===== src/rtl/gray_ptr_gen_pkg.sv =====
// gray_ptr_gen_pkg
// Shared types and helpers for the binary-to-Gray pointer generator.
//   DEFAULT_SIZE : default counter / Gray width
//   step_e       : per-cycle action chosen by the counter
//   bin2gray     : value ^ (value >> 1), evaluated on a 32-bit carrier
//   rst_gray_of  : Gray encoding of a reset value
package gray_ptr_gen_pkg;

  localparam int DEFAULT_SIZE = 8;

  typedef enum logic [1:0] {
    STEP_HOLD = 2'd0,
    STEP_UP   = 2'd1,
    STEP_DOWN = 2'd2,
    STEP_LOAD = 2'd3
  } step_e;

  // Carrier is 32 bits wide; callers keep the low SIZE bits, so SIZE <= 32.
  function automatic logic [31:0] bin2gray(input logic [31:0] value);
    return value ^ (value >> 1);
  endfunction

  function automatic logic [31:0] rst_gray_of(input logic [31:0] rst_val);
    return bin2gray(rst_val);
  endfunction

endpackage


===== src/rtl/gray_ptr_gen_if.sv =====
// gray_ptr_gen_if
// Control and status bundle of the Gray pointer generator.
//   en, up, load, load_bin, cmp_gray : driven by the controlling side (master)
//   bin, gray, wrap, match           : driven by the generator (slave)
interface gray_ptr_gen_if
  import gray_ptr_gen_pkg::*;
#(
  parameter int SIZE = DEFAULT_SIZE
);

  logic            en;
  logic            up;
  logic            load;
  logic [SIZE-1:0] load_bin;
  logic [SIZE-1:0] cmp_gray;
  logic [SIZE-1:0] bin;
  logic [SIZE-1:0] gray;
  logic            wrap;
  logic            match;

  modport master (
    output en, up, load, load_bin, cmp_gray,
    input  bin, gray, wrap, match
  );

  modport slave (
    input  en, up, load, load_bin, cmp_gray,
    output bin, gray, wrap, match
  );

endinterface


===== src/rtl/gray_ptr_gen_enc.sv =====
// bin2gray_enc
// Combinational binary-to-Gray encoder, one XOR per bit.
//   bin  : binary value in
//   gray : Gray code out (MSB passes straight through)
module bin2gray_enc #(
  parameter int SIZE = 8
) (
  input  logic [SIZE-1:0] bin,
  output logic [SIZE-1:0] gray
);

  for (genvar i = 0; i < SIZE - 1; i++) begin : g_bit
    assign gray[i] = bin[i] ^ bin[i+1];
  end

  assign gray[SIZE-1] = bin[SIZE-1];

endmodule


===== src/rtl/gray_ptr_gen.sv =====
// gray_ptr_gen
// Binary up/down counter that publishes its value both in binary and as a
// registered Gray code, suitable for crossing into another clock domain.
//   clk  : clock, all state updates on the rising edge
//   rst  : synchronous active-high reset (priority over load and en)
//   bus  : gray_ptr_gen_if slave
//          en/up    step the counter by +1/-1
//          load     load load_bin (overrides en)
//          cmp_gray far-side Gray pointer, already synchronised
//          bin/gray registered count and its Gray code
//          wrap     one-cycle pulse when a step crossed all-ones <-> zero
//          match    gray == cmp_gray, registered one cycle later
module gray_ptr_gen
  import gray_ptr_gen_pkg::*;
#(
  parameter int              SIZE    = DEFAULT_SIZE,
  parameter logic [SIZE-1:0] RST_VAL = '0
) (
  input  logic               clk,
  input  logic               rst,
  gray_ptr_gen_if.slave      bus
);

  localparam logic [31:0]     RST_GRAY32 = rst_gray_of(32'(RST_VAL));
  localparam logic [SIZE-1:0] RST_GRAY   = RST_GRAY32[SIZE-1:0];

  step_e           step;
  logic [SIZE-1:0] bin_q;
  logic [SIZE-1:0] gray_q;
  logic            wrap_q;
  logic            match_q;
  logic [SIZE-1:0] bin_n;
  logic [SIZE-1:0] gray_n;
  logic            wrap_n;

  always_comb begin
    step = STEP_HOLD;
    if (bus.load) begin
      step = STEP_LOAD;
    end else if (bus.en) begin
      step = bus.up ? STEP_UP : STEP_DOWN;
    end
  end

  always_comb begin
    bin_n  = bin_q;
    wrap_n = 1'b0;
    case (step)
      STEP_LOAD: bin_n = bus.load_bin;
      STEP_UP: begin
        bin_n  = bin_q + 1'b1;
        wrap_n = &bin_q;
      end
      STEP_DOWN: begin
        bin_n  = bin_q - 1'b1;
        wrap_n = ~|bin_q;
      end
      default: bin_n = bin_q;
    endcase
  end

  // Gray is derived from the next binary value so the gray flop tracks bin
  // in the same cycle and its output never passes through logic.
  bin2gray_enc #(
    .SIZE (SIZE)
  ) u_enc (
    .bin  (bin_n),
    .gray (gray_n)
  );

  always_ff @(posedge clk) begin
    if (rst) begin
      bin_q   <= RST_VAL;
      gray_q  <= RST_GRAY;
      wrap_q  <= 1'b0;
      match_q <= 1'b0;
    end else begin
      bin_q   <= bin_n;
      gray_q  <= gray_n;
      wrap_q  <= wrap_n;
      match_q <= (gray_q == bus.cmp_gray);
    end
  end

  assign bus.bin   = bin_q;
  assign bus.gray  = gray_q;
  assign bus.wrap  = wrap_q;
  assign bus.match = match_q;

endmodule

===== src/flat_wrapper.sv =====
// flat-port wrapper written by rule: the top's interface ports become plain ports
module gray_ptr_gen_flat import gray_ptr_gen_pkg::*;
#(
  parameter int              SIZE    = DEFAULT_SIZE,
  parameter logic [SIZE-1:0] RST_VAL = '0
)
  (clk, rst, bus_en, bus_up, bus_load, bus_load_bin, bus_cmp_gray, bus_bin, bus_gray, bus_wrap, bus_match);
  gray_ptr_gen_if #(.SIZE(SIZE)) bus_i ();
  input  logic clk;
  input  logic rst;
  input wire logic [$bits(bus_i.en)-1:0] bus_en;
  input wire logic [$bits(bus_i.up)-1:0] bus_up;
  input wire logic [$bits(bus_i.load)-1:0] bus_load;
  input wire logic [$bits(bus_i.load_bin)-1:0] bus_load_bin;
  input wire logic [$bits(bus_i.cmp_gray)-1:0] bus_cmp_gray;
  output wire logic [$bits(bus_i.bin)-1:0] bus_bin;
  output wire logic [$bits(bus_i.gray)-1:0] bus_gray;
  output wire logic [$bits(bus_i.wrap)-1:0] bus_wrap;
  output wire logic [$bits(bus_i.match)-1:0] bus_match;
  assign bus_i.en = bus_en;
  assign bus_i.up = bus_up;
  assign bus_i.load = bus_load;
  assign bus_i.load_bin = bus_load_bin;
  assign bus_i.cmp_gray = bus_cmp_gray;
  assign bus_bin = bus_i.bin;
  assign bus_gray = bus_i.gray;
  assign bus_wrap = bus_i.wrap;
  assign bus_match = bus_i.match;
  gray_ptr_gen #(.SIZE(SIZE), .RST_VAL(RST_VAL)) u_core (.clk(clk), .rst(rst), .bus(bus_i));
endmodule

===== config.mk =====
export PLATFORM = sky130hd
export DESIGN_NAME = gray_ptr_gen_flat
export DESIGN_NICKNAME = d
export VERILOG_FILES = /design/src/rtl/gray_ptr_gen_pkg.sv /design/src/rtl/gray_ptr_gen_if.sv /design/src/rtl/gray_ptr_gen_enc.sv /design/src/rtl/gray_ptr_gen.sv /design/src/flat_wrapper.sv
export SDC_FILE = /design/constraint.sdc
export NUM_CORES = 1
export LEC_CHECK = 0
export ABC_CLOCK_PERIOD_IN_PS = 4220
export CAP_MARGIN = 20
export CORE_MARGIN = 2
export CORE_UTILIZATION = 50
export DETAILED_ROUTE_END_ITERATION = 16
export DONT_BUFFER_PORTS = 1
export GPL_TIMING_DRIVEN = 1
export PLACE_DENSITY_LB_ADDON = 0.3
export REMOVE_ABC_BUFFERS = 1
export SYNTH_ARGS = -nofsm -noshare
export SYNTH_HDL_FRONTEND = slang
export SYNTH_SLANG_ARGS = --single-unit

===== constraint.sdc =====
create_clock -name clk -period 4.22 [get_ports clk]
set_clock_uncertainty 0.2 [all_clocks]
set_input_delay 0.633 -clock clk [delete_from_list [all_inputs] [get_ports clk]]
set_output_delay 0.633 -clock clk [all_outputs]
set_load 0.01 [all_outputs]

==> results of run 1 <==
==> per-layer routing <==
metal  GRT usage [%]  wire length (um)
met4           0.997                 0
met3            5.90               224
met5               0                 0
met1            24.5              1360
met2            35.3              1550
==> cell type report <==
cell class	count	area share [%]
inverters	10	2.64
repair buffers	1	0.528
flip-flops and latches	17	23.9
clock buffers	4	1.85
well taps	31	2.73
multi-input cells	139	68.3
==> flip-flops by register name, summed over array words and instances, names as in the netlist <==
signal            count
u_core.bus.match      1
u_core.bus.wrap       1
u_core.bus.bin        7
u_core.bus.gray       8
==> metrics by stage <==
step / instance area [um2] / instances / setup slack, ns
global route: 1420 / 202 / 0.988
detailed placement: 1400 / 198 / 0.934
floorplan: 1350 / 166 / 0.822
CTS: 1420 / 202 / 1.23
global placement: 1400 / 198 / 1.06
finish: 1420 / 202 / 1.23
==> cell usage in the layout, fill, tap and decap left out, types with 2 or more instances in the layout <==
master and instances:
or3_1 3, nand2_1 10, o21bai_1 2, xnor2_1 13, ha_1 6, nand4_1 3
and3b_1 2, dfxtp_1 17, xor2_1 6, o211ai_1 2, nor3_1 6, a21o_1 7
clkbuf_4 3, a221oi_1 4, o21ai_1 4, a2111oi_2 3, nor3b_1 2, o21ai_0 4
nor4_1 4, a21oi_1 10, inv_1 9, nor2b_1 3, nand3_1 5, nor2_1 15
mux2i_1 2
==> worst max-delay path by stage <==
stage,from,to,slack [ns],depth (start not counted)
final,bus_up,u_core.bus.gray[5],1.23,11
after global routing,bus_up,u_core.bus.gray[6],0.99,11
after floorplan,bus_up,u_core.bus.gray[5],0.82,11
after global placement,bus_up,u_core.bus.gray[6],1.06,11
after detailed placement,bus_up,u_core.bus.gray[5],0.93,11
after CTS,bus_up,u_core.bus.gray[5],1.23,11
==> power by group <==
| group | switching, mW | total (mW) | internal (mW) |
|---|---|---|---|
| clock | 0.0480 | 0.0847 | 0.0367 |
| sequential | 0.0531 | 0.237 | 0.184 |
| combinational | 0.0928 | 0.173 | 0.0798 |
| total | 0.194 | 0.495 | 0.301 |
==> worst max-delay path, stage by stage <==
cell	delay (ns)
a21o_1	0.14
inv_1	0.08
ha_1	0.22
xor2_1	0.16
ha_1	0.23
and3b_1	0.18
o21ai_1	0.31
a211oi_1	0.13
a311oi_1	0.39
a221oi_1	0.18
a2111oi_2	0.32
==> synth_stat cells (all sizes together), types with 2 or more instances <==
cell	n	share of area (%)
a2111oi	3	3.2
a211oi	2	1.4
a21o	7	3.7
a21oi	10	3.5
a221oi	4	2.5
and3b	2	1.2
buf	6	2.5
clkbuf	10	2.6
dfxtp	17	24
ha	6	5.3
inv	10	2.6
mux2i	2	1.4
nand2	10	2.6
nand3	5	1.8
nand4	3	1.3
nor2	15	4.0
nor2b	3	1.3
nor3	7	2.8
nor3b	3	1.9
nor4	4	1.8
o211ai	2	1.1
o21ai	8	2.8
o21bai	2	1.1
or3	3	1.3
xnor2	13	8.0
xor2	6	3.7
==> cells by family after synthesis <==
kind of cell / Yosys count / share of synthesized area [%]
AOI/OAI and AO/OA: 47 / 24.3
xor gates and xnor gates: 19 / 11.7
adders and majority gates: 6 / 5.28
buffers and inverters: 26 / 7.75
DFF: 17 / 23.9
muxes: 2 / 1.41
and+or+nand+nor: 65 / 25.6
==> metrics.cfg, run 1 <==
[outcome]
status = complete, no violations

[route]
drt-total-wl_mm = 3.14
wire_per_inst_um = 15.5
ant_nets = 0
dr.first_iter.drc_count = 29
vias_per_cell = 6.29
drtPass1Iterations = 4
post-route-drc-count = 0
vias = 1271

[cts]
postCtsSetupBuffers = 0
clock-sinks = 17
cts_buffer_depth = 2
ctsResizeCount = 0
cts_tree = yes
clkTransAtPathRegs_ns = 0.09
hold_buffers = 0
clkLatencyLatePin_ns = 0.28
htreeDepth = 1
cts_root_buf = clkbuf_4
cts_made_buffers = 3

[setup_path]
end_kind = register
worstPathMaxFanout = 6
rr_startpoint = u_core.bus.bin[1]
reg2reg_slack_ns = 1.43
arrival_ns = 2.98
crit_type = input pin to register
startpoint_type = input pin
worstRegToRegCells = 8
required_ns = 4.20
r2r-end = u_core.bus.gray[5]

[placement]
io_buffers = 0
gp_congestion = 0.804
place_hpwl_mm = 2.38

[power_and_ir_drop]
leakagePower_nw = 0.554
p_per_area_nw_per_um2 = 348
vdd_drop_max_mv = 0.337
power.total_mw = 0.495

[synth]
netlist_area_um2 = 1420
yosys_warnings = 0
syn-instance-count = 182
avgSynthCellArea_um2 = 7.81
synth_edf_count = 0
ys_ff_latch = 17
synthArstFlopShare_pct = 0
synth_seq_area_share_pct = 23.9
synth_cell_types = 51
synth_ff_type = dfxtp_1

[final_layout]
diodes = 0
register_area_um2 = 340
layout-drive-gt1-share_pct = 6.43
finalNetCount = 199
area_delta_synth_final_pct = -0.000211
final_core_util_pct = 52.0
multi_input_area_um2 = 971
final.fill_count = 293

[floorplanning]
std_cell_rows = 19
die_w_um = 57.3
die_h_um = 57.3
initial_core_util_pct = 52.0
die_area_um2 = 3290
core_um2 = 2730
io-pin-count = 39

[worst_hold_path]
whs_path_depth = 1
min_to = u_core.bus.gray[3]
hold_start = rst
hold_class = input pin to register

[job]
maxCapViolCount = 0

[sta]
fin_crit_sh_pct = 70.9
worst_pin_slew_ns = 0.681
fmaxAchievable_ghz = 0.334
holdWs_ns = 0.206
rsz0062_at_grt = false
hold_viol_final = 0
setup_viol = 0
setup-tns-final_ns = 0
drv_slew = 0
timing.slew.headroom_pct = 54.6
period_needed_ns = 2.99

[global_routing]
grt_pass1_wl_mm = 5.22
grt_pass1_vias = 1196
grt_antenna_before_repair = 0
grtUsageTotal_pct = 19.7
overflow = 0
grt_max_degree = 21

No activity file was read; power rests on OpenSTA's default activity.
==> inputs of run 2 (changes only) <==
--- a/config.mk
+++ b/config.mk
@@ -5,7 +5,7 @@
 export SDC_FILE = /design/constraint.sdc
 export NUM_CORES = 1
 export LEC_CHECK = 0
-export ABC_CLOCK_PERIOD_IN_PS = 4220
+export ABC_CLOCK_PERIOD_IN_PS = 2500
 export CAP_MARGIN = 20
 export CORE_MARGIN = 2
 export CORE_UTILIZATION = 50
==> constraint.sdc (replaced) <==
create_clock -name clk -period 2.5 [get_ports clk]
set_clock_uncertainty 0.2 [all_clocks]
set_input_delay 0.375 -clock clk [delete_from_list [all_inputs] [get_ports clk]]
set_output_delay 0.375 -clock clk [all_outputs]
set_load 0.01 [all_outputs]
==> metrics.cfg, run 2 (synthesized netlist as in run 1, its figures left out) <==
[final_layout]
final_common_cell = buf_4
stdcell_count = 224  ; +11%
layout-drive-gt1-share_pct = 23.3  ; +17 points
layout_common_cells = buf_4 (22), dfxtp_1 (17), nor2_1 (15), xnor2_1 (13)
diodes = 0  ; unchanged
final.fill_count = 238  ; -19%
finalNetCount = 221  ; +11%
largest_reg_flops = 8  ; unchanged
area_delta_synth_final_pct = 17.4

[global_routing]
grt-busiest-layer = met2
grtUsageMet2_pct = 39.4  ; +4.1 points
grtUsageMet1_pct = 27.9  ; +3.3 points
met3_usage_pct = 6.80  ; +0.91 points
grt_pass1_wl_mm = 5.97  ; +14%
grt_antenna_before_repair = 0  ; unchanged
grt_max_degree = 21  ; unchanged
overflow = 0  ; unchanged
grt_pass1_vias = 1333  ; +11%
grtUsageTotal_pct = 22.6  ; +2.9 points

[placement]
io_buffers = 0  ; unchanged
place_hpwl_mm = 2.66  ; +12%
gp_congestion = 0.780  ; -3.1%
placed_cells = 218  ; +10%

[power_and_ir_drop]
p_per_area_nw_per_um2 = 558  ; +60%
vdd_drop_max_mv = 0.528  ; +56%
leakagePower_nw = 0.677  ; +22%

[sta]
hold_viol_final = 0  ; unchanged
timing.slew.headroom_pct = 60.3  ; +5.6 points
setup_viol = 0  ; unchanged
fin_crit_sh_pct = 98.9
holdWs_ns = 0.0633  ; -0.142 ns
worst_pin_slew_ns = 0.594  ; -0.0866 ns
period_needed_ns = 2.47
drv_slew = 0  ; unchanged
fmaxAchievable_ghz = 0.404

[route]
drtPass1Iterations = 4  ; unchanged
post-route-drc-count = 0  ; unchanged
dr.first_iter.drc_count = 24  ; -17%
vias_per_cell = 6.16  ; -2.2%
drt-total-wl_mm = 3.69  ; +18%
ant_nets = 0  ; unchanged
wire_per_inst_um = 16.5  ; +6.0%
vias = 1379  ; +8.5%

[floorplanning]
die_area_um2 = 3290  ; unchanged
initial_core_util_pct = 52.0  ; unchanged
die_h_um = 57.3  ; unchanged
io-pin-count = 39  ; unchanged
std_cell_rows = 19  ; unchanged
die_w_um = 57.3  ; unchanged
core_um2 = 2730  ; unchanged

[cts]
htreeDepth = 1  ; unchanged
clkTransAtPathRegs_ns = 0.10  ; about the same
cts_made_buffers = 3  ; unchanged
clkLatencyLatePin_ns = 0.28  ; about the same
cts_root_buf = clkbuf_4
cts_tree = yes
clock-sinks = 17  ; unchanged
cts_buffer_depth = 2  ; unchanged

[job]
maxCapViolCount = 0  ; unchanged

[outcome]
status = complete, no violations

[setup_path]
crit_type = input pin to register
worstPathMaxFanout = 5  ; -1
reg2reg_slack_ns = 0.13  ; -1.30 ns
required_ns = 2.49  ; -1.71 ns
arrival_ns = 2.46  ; -0.52 ns
end_kind = register
startpoint_type = input pin

[worst_hold_path]
hold_class = input pin to register

run 2: changes by cell type in the layout (fill, tap and decap cells not counted), sizes merged:
cell         before  now
buf               1   22
dlygate4sd3       0    1
run 2: critical path: stages:
cell       delay, ns
a21o_1          0.18
inv_2           0.06
buf_4           0.10
ha_1            0.29
buf_4           0.16
buf_4           0.11
o21ai_1         0.09
o41ai_1         0.33
o21bai_1        0.19
nor3_2          0.08
buf_4           0.14
a2111oi_2       0.35
run 2: repair_timing:
| action | 4_1_cts | 5_1_grt |
|---|---|---|
| pin swaps | 2 | 8 |
| setup buffers | 0 | 1 |
| setup endpoints to repair | 3 | 6 |
| hold buffers | 1 | 0 |
| resized for setup | 2 | 14 |
| hold endpoints to repair | 15 | 0 |
run 2: report_power, final:
group          switching (mW)  leakage (nW)  internal (mW)
Combinational           0.214         0.522          0.190
Clock                  0.0854        0.0150         0.0620
Sequential             0.0680         0.141          0.311
run 2: metrics by stage:
step                utilization (%)  worst slack [ns]  TNS [ns]  cell area (um2)  power [mW]
global route                   61.1           -0.0405   -0.0405             1670       0.998
global placement               56.5            -0.329     -1.27             1550       0.736
finish                         61.1            0.0275         0             1670       0.931
floorplan                         -            -0.640     -3.56             1350       0.633
detailed placement             56.5            -0.497     -2.02             1550       0.750
CTS                            58.2            0.0192         0             1590       0.902
run 2: cell type report:
class                           instances  area (um2)  area share [%]
Clock buffer                            4        26.3            1.57
Inverter                               10        37.5            2.25
Timing Repair Buffer                   23         175            10.5
Tap cell                               31        38.8            2.32
Sequential cell                        17         340            20.4
Multi-Input combinational cell        139        1050            63.0
run 2: path summary, 6_finish.rpt:
check / start / endpoint / cells after the start
worst max-delay path: bus_up / u_core.bus.gray[6] / 12
worst min-delay path: rst / u_core.bus.gray[4] / 2
worst min register to register: u_core.bus.gray[0] / u_core.bus.match / 2
worst max register to register: u_core.bus.bin[0] / u_core.bus.gray[5] / 6
run 2: routing by layer:
layer / up-vias / share of wire [%]
li1: 686 / -
met1: 636 / 41
met2: 51 / 51
met3: 6 / 7.3
met4: 0 / 1.5
met5: - / 0
